File: src/rtl/cnn_state_integrator.sv
// Forward-Euler state integrator for the single-cell CNN compute block.
// Optional output/init clamp is enabled by defining CNN_STATE_CLAMP_EN.
module cnn_state_integrator #(
    parameter int WIDTH       = 9,
    parameter int N_CELLS     = 16,
    parameter int DT_SHIFT    = 3,
    parameter int MAX_ITER    = 64,
    parameter int CONV_THRESH = 0,
    parameter int CLAMP_MAG   = 4096
) (
    input  logic                            clk,
    input  logic                            rst,
    input  logic                            start,
    input  logic [2*WIDTH-2:0]              x_init_in,
    input  logic                            init_valid,
    output logic [2*WIDTH-2:0]              x_out,
    output logic [$clog2(N_CELLS)-1:0]      cell_idx,
    output logic                            req,
    input  logic [2*WIDTH-2:0]              f_in,
    input  logic                            f_valid,
    output logic                            busy,
    output logic                            done,
    output logic                            converged,
    output logic [$clog2(MAX_ITER):0]       iter_count,
    input  logic [$clog2(N_CELLS)-1:0]      rd_addr,
    output logic [2*WIDTH-2:0]              rd_data
);

    localparam int SW = 2*WIDTH-1;
    localparam int IW = $clog2(N_CELLS);
    localparam int CW = $clog2(MAX_ITER)+1;

    localparam logic [2:0] S_IDLE  = 3'd0;
    localparam logic [2:0] S_LOAD  = 3'd1;
    localparam logic [2:0] S_SWEEP = 3'd2;
    localparam logic [2:0] S_CHECK = 3'd3;
    localparam logic [2:0] S_DONE  = 3'd4;

    localparam logic [IW-1:0] LAST_IDX = IW'(N_CELLS-1);
    localparam logic [SW:0]   THRESH   = (SW+1)'(CONV_THRESH);
    localparam logic [CW-1:0] ITER_LIM = CW'(MAX_ITER);
    localparam logic signed [SW-1:0] CMAG = SW'(CLAMP_MAG);

`ifdef CNN_STATE_CLAMP_EN
    localparam bit CLAMP_ON = 1'b1;
`else
    localparam bit CLAMP_ON = 1'b0;
`endif

    logic [2:0]    state;
    logic [IW-1:0] idx;
    logic [SW-1:0] xs [N_CELLS];
    logic [SW:0]   max_delta;
    logic [CW-1:0] iter_q;
    logic          conv_q;

    logic [SW-1:0]        cur;
    logic signed [SW:0]   diff;
    logic signed [SW:0]   delta;
    logic [SW:0]          abs_delta;
    logic [SW-1:0]        x_new;
    logic [SW-1:0]        wb_val;
    logic [SW-1:0]        init_val;
    logic                 last;

    function automatic logic [SW-1:0] clamp(input logic [SW-1:0] v);
        if ($signed(v) > CMAG)
            return CMAG;
        if ($signed(v) < -CMAG)
            return -CMAG;
        return v;
    endfunction

    // Result always lies between X and F, so the truncated add is exact.
    always_comb begin
        cur       = xs[idx];
        diff      = $signed({f_in[SW-1], f_in}) - $signed({cur[SW-1], cur});
        delta     = diff >>> DT_SHIFT;
        abs_delta = delta[SW] ? -delta : delta;
        x_new     = cur + delta[SW-1:0];
        wb_val    = CLAMP_ON ? clamp(x_new) : x_new;
        init_val  = CLAMP_ON ? clamp(x_init_in) : x_init_in;
        last      = (idx == LAST_IDX);
    end

    always_ff @(posedge clk) begin
        if (rst) begin
            state     <= S_IDLE;
            idx       <= '0;
            iter_q    <= '0;
            conv_q    <= 1'b0;
            max_delta <= '0;
            for (int i = 0; i < N_CELLS; i++)
                xs[i] <= '0;
        end else begin
            unique case (state)
                S_IDLE: begin
                    if (start) begin
                        state  <= S_LOAD;
                        idx    <= '0;
                        conv_q <= 1'b0;
                    end
                end
                S_LOAD: begin
                    if (init_valid) begin
                        xs[idx] <= init_val;
                        if (last) begin
                            state     <= S_SWEEP;
                            idx       <= '0;
                            iter_q    <= '0;
                            max_delta <= '0;
                        end else begin
                            idx <= idx + 1'b1;
                        end
                    end
                end
                S_SWEEP: begin
                    if (f_valid) begin
                        xs[idx] <= wb_val;
                        if (abs_delta > max_delta)
                            max_delta <= abs_delta;
                        if (last) begin
                            state <= S_CHECK;
                            idx   <= '0;
                        end else begin
                            idx <= idx + 1'b1;
                        end
                    end
                end
                S_CHECK: begin
                    iter_q <= iter_q + 1'b1;
                    if (max_delta <= THRESH) begin
                        state  <= S_DONE;
                        conv_q <= 1'b1;
                    end else if (iter_q + 1'b1 == ITER_LIM) begin
                        state  <= S_DONE;
                        conv_q <= 1'b0;
                    end else begin
                        state     <= S_SWEEP;
                        idx       <= '0;
                        max_delta <= '0;
                    end
                end
                S_DONE: state <= S_IDLE;
                default: state <= S_IDLE;
            endcase
        end
    end

    assign x_out      = cur;
    assign cell_idx   = idx;
    assign req        = (state == S_SWEEP);
    assign busy       = (state != S_IDLE);
    assign done       = (state == S_DONE);
    assign converged  = conv_q;
    assign iter_count = iter_q;
    assign rd_data    = xs[rd_addr];

endmodule

File: config.mk
export PLATFORM = sky130hd
export DESIGN_NAME = cnn_state_integrator
export DESIGN_NICKNAME = d
export VERILOG_FILES = /design/src/rtl/cnn_state_integrator.sv
export SDC_FILE = /design/constraint.sdc
export NUM_CORES = 1
export LEC_CHECK = 0
export ABC_AREA = 0
export CAP_MARGIN = 20
export CORE_ASPECT_RATIO = 2
export CORE_UTILIZATION = 50
export DETAILED_ROUTE_END_ITERATION = 8
export PLACE_DENSITY = 0.69
export SYNTH_ARGS = -nofsm -noshare
export SYNTH_HDL_FRONTEND = slang
export SYNTH_SLANG_ARGS = --single-unit
File: constraint.sdc
create_clock -name clk -period 6.32 [get_ports clk]
set_clock_uncertainty 0.1 [all_clocks]
set_input_delay 0.948 -clock clk [delete_from_list [all_inputs] [get_ports clk]]
set_output_delay 0.948 -clock clk [all_outputs]
set_load 0.01 [all_outputs]
After elaboration in Yosys (flattened, before gate mapping)
Memory sizes are Yosys's and may differ from the RTL's. A register that Yosys moved wholly into a read port is not among the register bits.
Cells that the tools add are included.
- word-level logic and storage cells: 87
- bits in registers: 33
- memories: 1
- output and inout port bits: 49
- memory bits (writable): 272
- input bits: 43
- multiplexer cells: 46
- $lt $le $gt $ge: 2
- reduce and logical (&&, ||, !) cells: 12
- add/subtract/negate cells: 5
- equality and inequality tests: 15
- bitwise logic cells: 1
- memories (memory ; words ; bits a word ; rd ports ; clocked after Yosys merged registers in ; write ports ; line ; text):
    xs ; 16 ; 17 ; 2 ; 1 ; 16 ; 52 ; logic [SW-1:0] xs [N_CELLS];
- operators by type and width (kind ; number):
    18-bit 2-to-1 mux ; 7
    18-bit case mux with 3 select lines ; 1
    4-bit 2-to-1 mux ; 9
    17-bit 2-to-1 mux ; 2
    3-bit 2-to-1 mux ; 7
    18-bit > comparator ; 1
    18-bit by 1-bit <= comparator with 1-bit output (second input constant) ; 1
    15-bit negation with 18-bit output ; 1
    17-bit by 17-bit subtractor with 18-bit output ; 1
    17-bit adder ; 1
    17-bit OR reduction ; 1
    4-bit case mux with 4 select lines ; 1
    1-bit 2-to-1 mux ; 14
    7-bit 2-to-1 mux ; 2
    7-bit case mux with 2 select lines ; 1
    3-bit case mux with 4 select lines ; 1
    2-bit inequality test (second input constant) ; 5
    7-bit by 1-bit adder with 7-bit output (second input constant) ; 1
    7-bit equality test (second input constant) ; 1
    7-bit AND reduction ; 1
    3-bit by 2-bit equality test with 1-bit output (second input constant) ; 2
    2-bit by 1-bit inequality test with 1-bit output (second input constant) ; 3
    3-bit AND reduction ; 2
    6-bit AND reduction ; 1
    other kinds (12) ; 14

Longest topological paths before layout
- depth in word-level cells: 7
- depth in mapped cells: 31
- depth with buffers taken out: 27

Worst setup path before layout
Ideal clock, no wire load.
- path type: reg-to-reg
- from: register (tool-made name)
- to: register max_delta[1]
- path slack: -0.709 ns
- setup time: 0.128 ns
- required time: 6.092 ns
- period minus slack after synthesis: 7.029 ns
- cell stages (with the launch flop): 30
- path buffers: 5
- arrival: 6.801 ns
- cell sequence: dfxtp_1 buf_6 clkbuf_1 buf_1 mux4_2 mux4_2 inv_1 ha_1 clkbuf_1 a21oi_1 o21ai_0 a31oi_1 o21ai_0 xor2_1 or4b_4 nor4b_4 o21ai_1 nand2_1 xnor2_1 ha_1 nand3_1 nor2_1 nand4_1 o41ai_1 nor3_1 o21ai_0 clkbuf_1 nor2_1 a22oi_1 nor2_1
- RTL lines (what ; line ; text):
    to (signal assigned) ; 121 ; max_delta <= abs_delta;
    to (decl) ; 53 ; logic [SW:0] max_delta;

==> flow_summary_export.csv <==
group,metric,value,unit
setup_path,cp_slowest_cell,"mux4_2",
die,coreArea,35200,um2
worst_hold_path,hold_path.startpoint,"max_delta[15]$_SDFFE_PP0P_",
grt,grt_antenna_before_repair,0,
setup_path,crit_path_start_kind,"register",
place,place_ws,-0.190,ns
die,rows,97,
clock_tree,cts_max_level,1,
clock_tree,clkTransAtPathRegs,0.07,ns
setup_path,endpoint_kind,"register",
place,gp_congestion,0.953,
yosys,synth-seq-cells,309,
detailed_routing,drc,0,
yosys,yosysUniqueCellTypes,71,
setup_path,rr_endpoint,"max_delta[11]$_SDFFE_PP0P_",
sta,relSlewSlack,0.459,
detailed_routing,drtAntennaViolNets,0,
sta,finalCritPeriodShare,0.976,
cells_and_area,diodes,0,
setup_path,cpPeakStageDelay,0.54,ns
yosys,synth_flop_cell,"edfxtp_1",
detailed_routing,via_per_inst,6.61,
grt,met1_usage,0.327,
cells_and_area,fin_area,21700,um2
clock_tree,cts_max_path_buffers,3,
clock_tree,cts_buffers,27,
clock_tree,cts_tree,"built",
yosys,syn_area,18000,um2
run_status,status,"finished, final reports clean",
setup_path,arrival,6.58,ns
grt,grt_remaining_overflow,0,
place,dp.cells,1978,
setup_path,cp_top_family,"compound AO/OA/AOI/OAI gates",
setup_path,r2r_cells,26,
worst_hold_path,hold_path_depth,1,
setup_path,crit_type,"reg -> reg",
detailed_routing,wl,59200,um
detailed_routing,vias,13643,
sta,grt_setup_unrepaired,"true",
run,drv_cap,0,
setup_path,r2r_slack,0.15,ns
yosys,yosysWarnings,0,
cells_and_area,drive_gt1_frac,0.271,
pwr,leakagePower,7.96,nW
clock_tree,insertion_delay,0.58,ns
cells_and_area,nets,1704,
grt,first_global_vias,13869,
worst_hold_path,min_to,"max_delta[15]$_SDFFE_PP0P_",
yosys,synth_edf_count,272,
place,placed_cell_area,20000,um2
sta,setup_slack,0.152,ns
cells_and_area,syn2layout_area_growth,20.5,%
sta,min_period,6.17,ns
sta,tightest_slew,0.811,ns
die,ios,92,
place,place_hpwl,40800,um
grt,grt_use_met2,0.591,
die,die_height,270,um
setup_path,worst-path-buf-inv,8,
sta,setup_violations,0,
grt,grt_use_met3,0.0396,
yosys,syn_avg_cell_area,12.6,um2
yosys,async_flop_share,0,
grt,grt.total_usage,0.324,
pwr,vdd_drop_max,0.326,mV
yosys,ys_seq_area_frac,0.495,
grt,grt_pass1_wl,85000,um
sta,fmax,0.162,GHz
die,die_w,136,um
worst_hold_path,min_path_type,"reg -> reg",
die,start_util,0.511,
sta,report.final.slew_viol_count,0,
setup_path,cp_common_cell,"buf_4",
cells_and_area,fin_cells,2063,
pwr,power.density,395,nW/um2
grt,grt-busiest-layer,"met2",
grt,grt_max_degree,44,
clock_tree,cts_sinks,309,
yosys,synthCells,1431,
sta,hold_violations,0,
detailed_routing,drt_first_iter_violations,1318,
setup_path,cp_max_fo,11,
clock_tree,root_buffer,"clkbuf_16",
detailed_routing,drt_pre_antenna_iters,5,
die,die_area,36800,um2
detailed_routing,wl_per_cell,28.7,um
place,port_buffers,91,
setup_path,cp.required,6.73,ns
[sequential cells by signal, indices dropped and copies added, names as in the netlist, named ones only]
register / cells
xs: 272
converged: 1
max_delta: 18
iter_count: 7
cell_idx: 4
state: 3
[repair_timing]
item | in CTS | in global routing
endpoints found under the setup margin | 33 | 98
resized for setup | 13 | 79
pin swaps | 2 | 32
hold buffers | 0 | 0
cloned | 2 | 3
buffers inserted | 6 | 30
[synthesized netlist by cell type, types with 14 or more instances]
cell / instances / area share
a21oi_1: 54 / 0.015
mux4_2: 168 / 0.21
nor2_1: 337 / 0.070
inv_1: 57 / 0.012
nand2_1: 34 / 0.0071
xor2_1: 14 / 0.0068
xnor2_1: 24 / 0.012
ha_1: 57 / 0.040
edfxtp_1: 272 / 0.45
clkbuf_1: 86 / 0.018
nor3_1: 18 / 0.0050
dfxtp_1: 37 / 0.041
nand2b_1: 19 / 0.0066
o21ai_0: 24 / 0.0067
a21o_1: 16 / 0.0067
nand3_1: 33 / 0.0092
[stage by stage]
step / hold slack (ns) / setup TNS (ns) / util / power [mW]
after CTS: 0.388 / 0 / 0.598 / 8.06
final: 0.382 / 0 / 0.616 / 8.56
after floorplan: 0.330 / 0 / - / 4.93
after global routing: 0.398 / -0.517 / 0.616 / 8.95
after global placement: 0.344 / -2.11 / 0.568 / 6.15
after detailed placement: 0.364 / -2.67 / 0.568 / 6.20
[worst max-delay path by stage]
stage,start,slack [ns],cells after the start,to
floorplan,register,0.01,28,max_delta[12]$_SDFFE_PP0P_
finish,register,0.15,26,max_delta[11]$_SDFFE_PP0P_
global placement,register,-0.15,26,max_delta[13]$_SDFFE_PP0P_
CTS,register,0.0001,26,max_delta[11]$_SDFFE_PP0P_
detailed placement,register,-0.19,26,max_delta[11]$_SDFFE_PP0P_
global route,register,-0.1,25,max_delta[12]$_SDFFE_PP0P_
[where the power goes]
part | leakage [nW] | internal (mW) | total, mW | switching (mW)
logic | 4.42 | 2.11 | 4.41 | 2.30
clock network | 0.438 | 0.979 | 1.75 | 0.766
registers | 3.11 | 2.32 | 2.40 | 0.0885
total | 7.96 | 5.40 | 8.56 | 3.16
[layer usage]
layer | wire [um] | vias to the layer above
met2 | 32200 | 822
met3 | 4290 | 286
li1 | - | 5747
met5 | 0 | -
met1 | 17500 | 6788
met4 | 5130 | 0
[cell families after synthesis]
logic type,synth area share
buffers and inverters,0.0340
other,0.000208
multiplexers,0.219
AND/OR/NAND/NOR,0.125
flip-flops,0.495
XOR/XNOR,0.0194
adder cells (fa/ha/maj),0.0408
AO/OA/AOI/OAI,0.0664
[cell type report]
cell class / count / area [um2]
timing repair buffer: 244 / 2270
multi-input combinational: 964 / 8840
tap: 445 / 557
clock buffer: 28 / 679
inverter: 57 / 214
clock inverter: 16 / 209
sequential: 309 / 8910
fill: 2746 / 13500
[cells in the final DEF (no fill, tap or decap), types with 6 or more instances in the layout]
cell type        instances
nor2_1                 335
edfxtp_1               272
mux4_2                 168
buf_4                  135
clkdlybuf4s50_1         89
ha_1                    50
inv_1                   49
a21oi_1                 44
dfxtp_1                 35
nand2_1                 34
nand3_1                 33
clkbuf_16               29
o21ai_0                 20
xnor2_1                 19
nand2b_1                19
a21o_1                  16
xor2_1                  13
nor3_1                  13
nor2b_1                 11
mux2i_1                 11
a22oi_1                 10
and2_1                   9
and3_1                   9
a21oi_2                  8
nand4_1                  8
inv_2                    8
a22o_1                   7
ha_4                     7
buf_12                   7
o21a_1                   6
[worst reg2reg max path, delay by kind of cell (launching register included)]
family / cells / cell delay [ns]
AO/OA/AOI/OAI: 10 / 1.96
flip-flops: 1 / 0.48
AND/OR/NAND/NOR: 3 / 0.38
XOR/XNOR: 1 / 0.38
buffers and inverters: 8 / 1.22
adder cells (fa/ha/maj): 2 / 0.54
multiplexers: 2 / 1.04
Note: power is estimated with default switching activity, not from simulation.
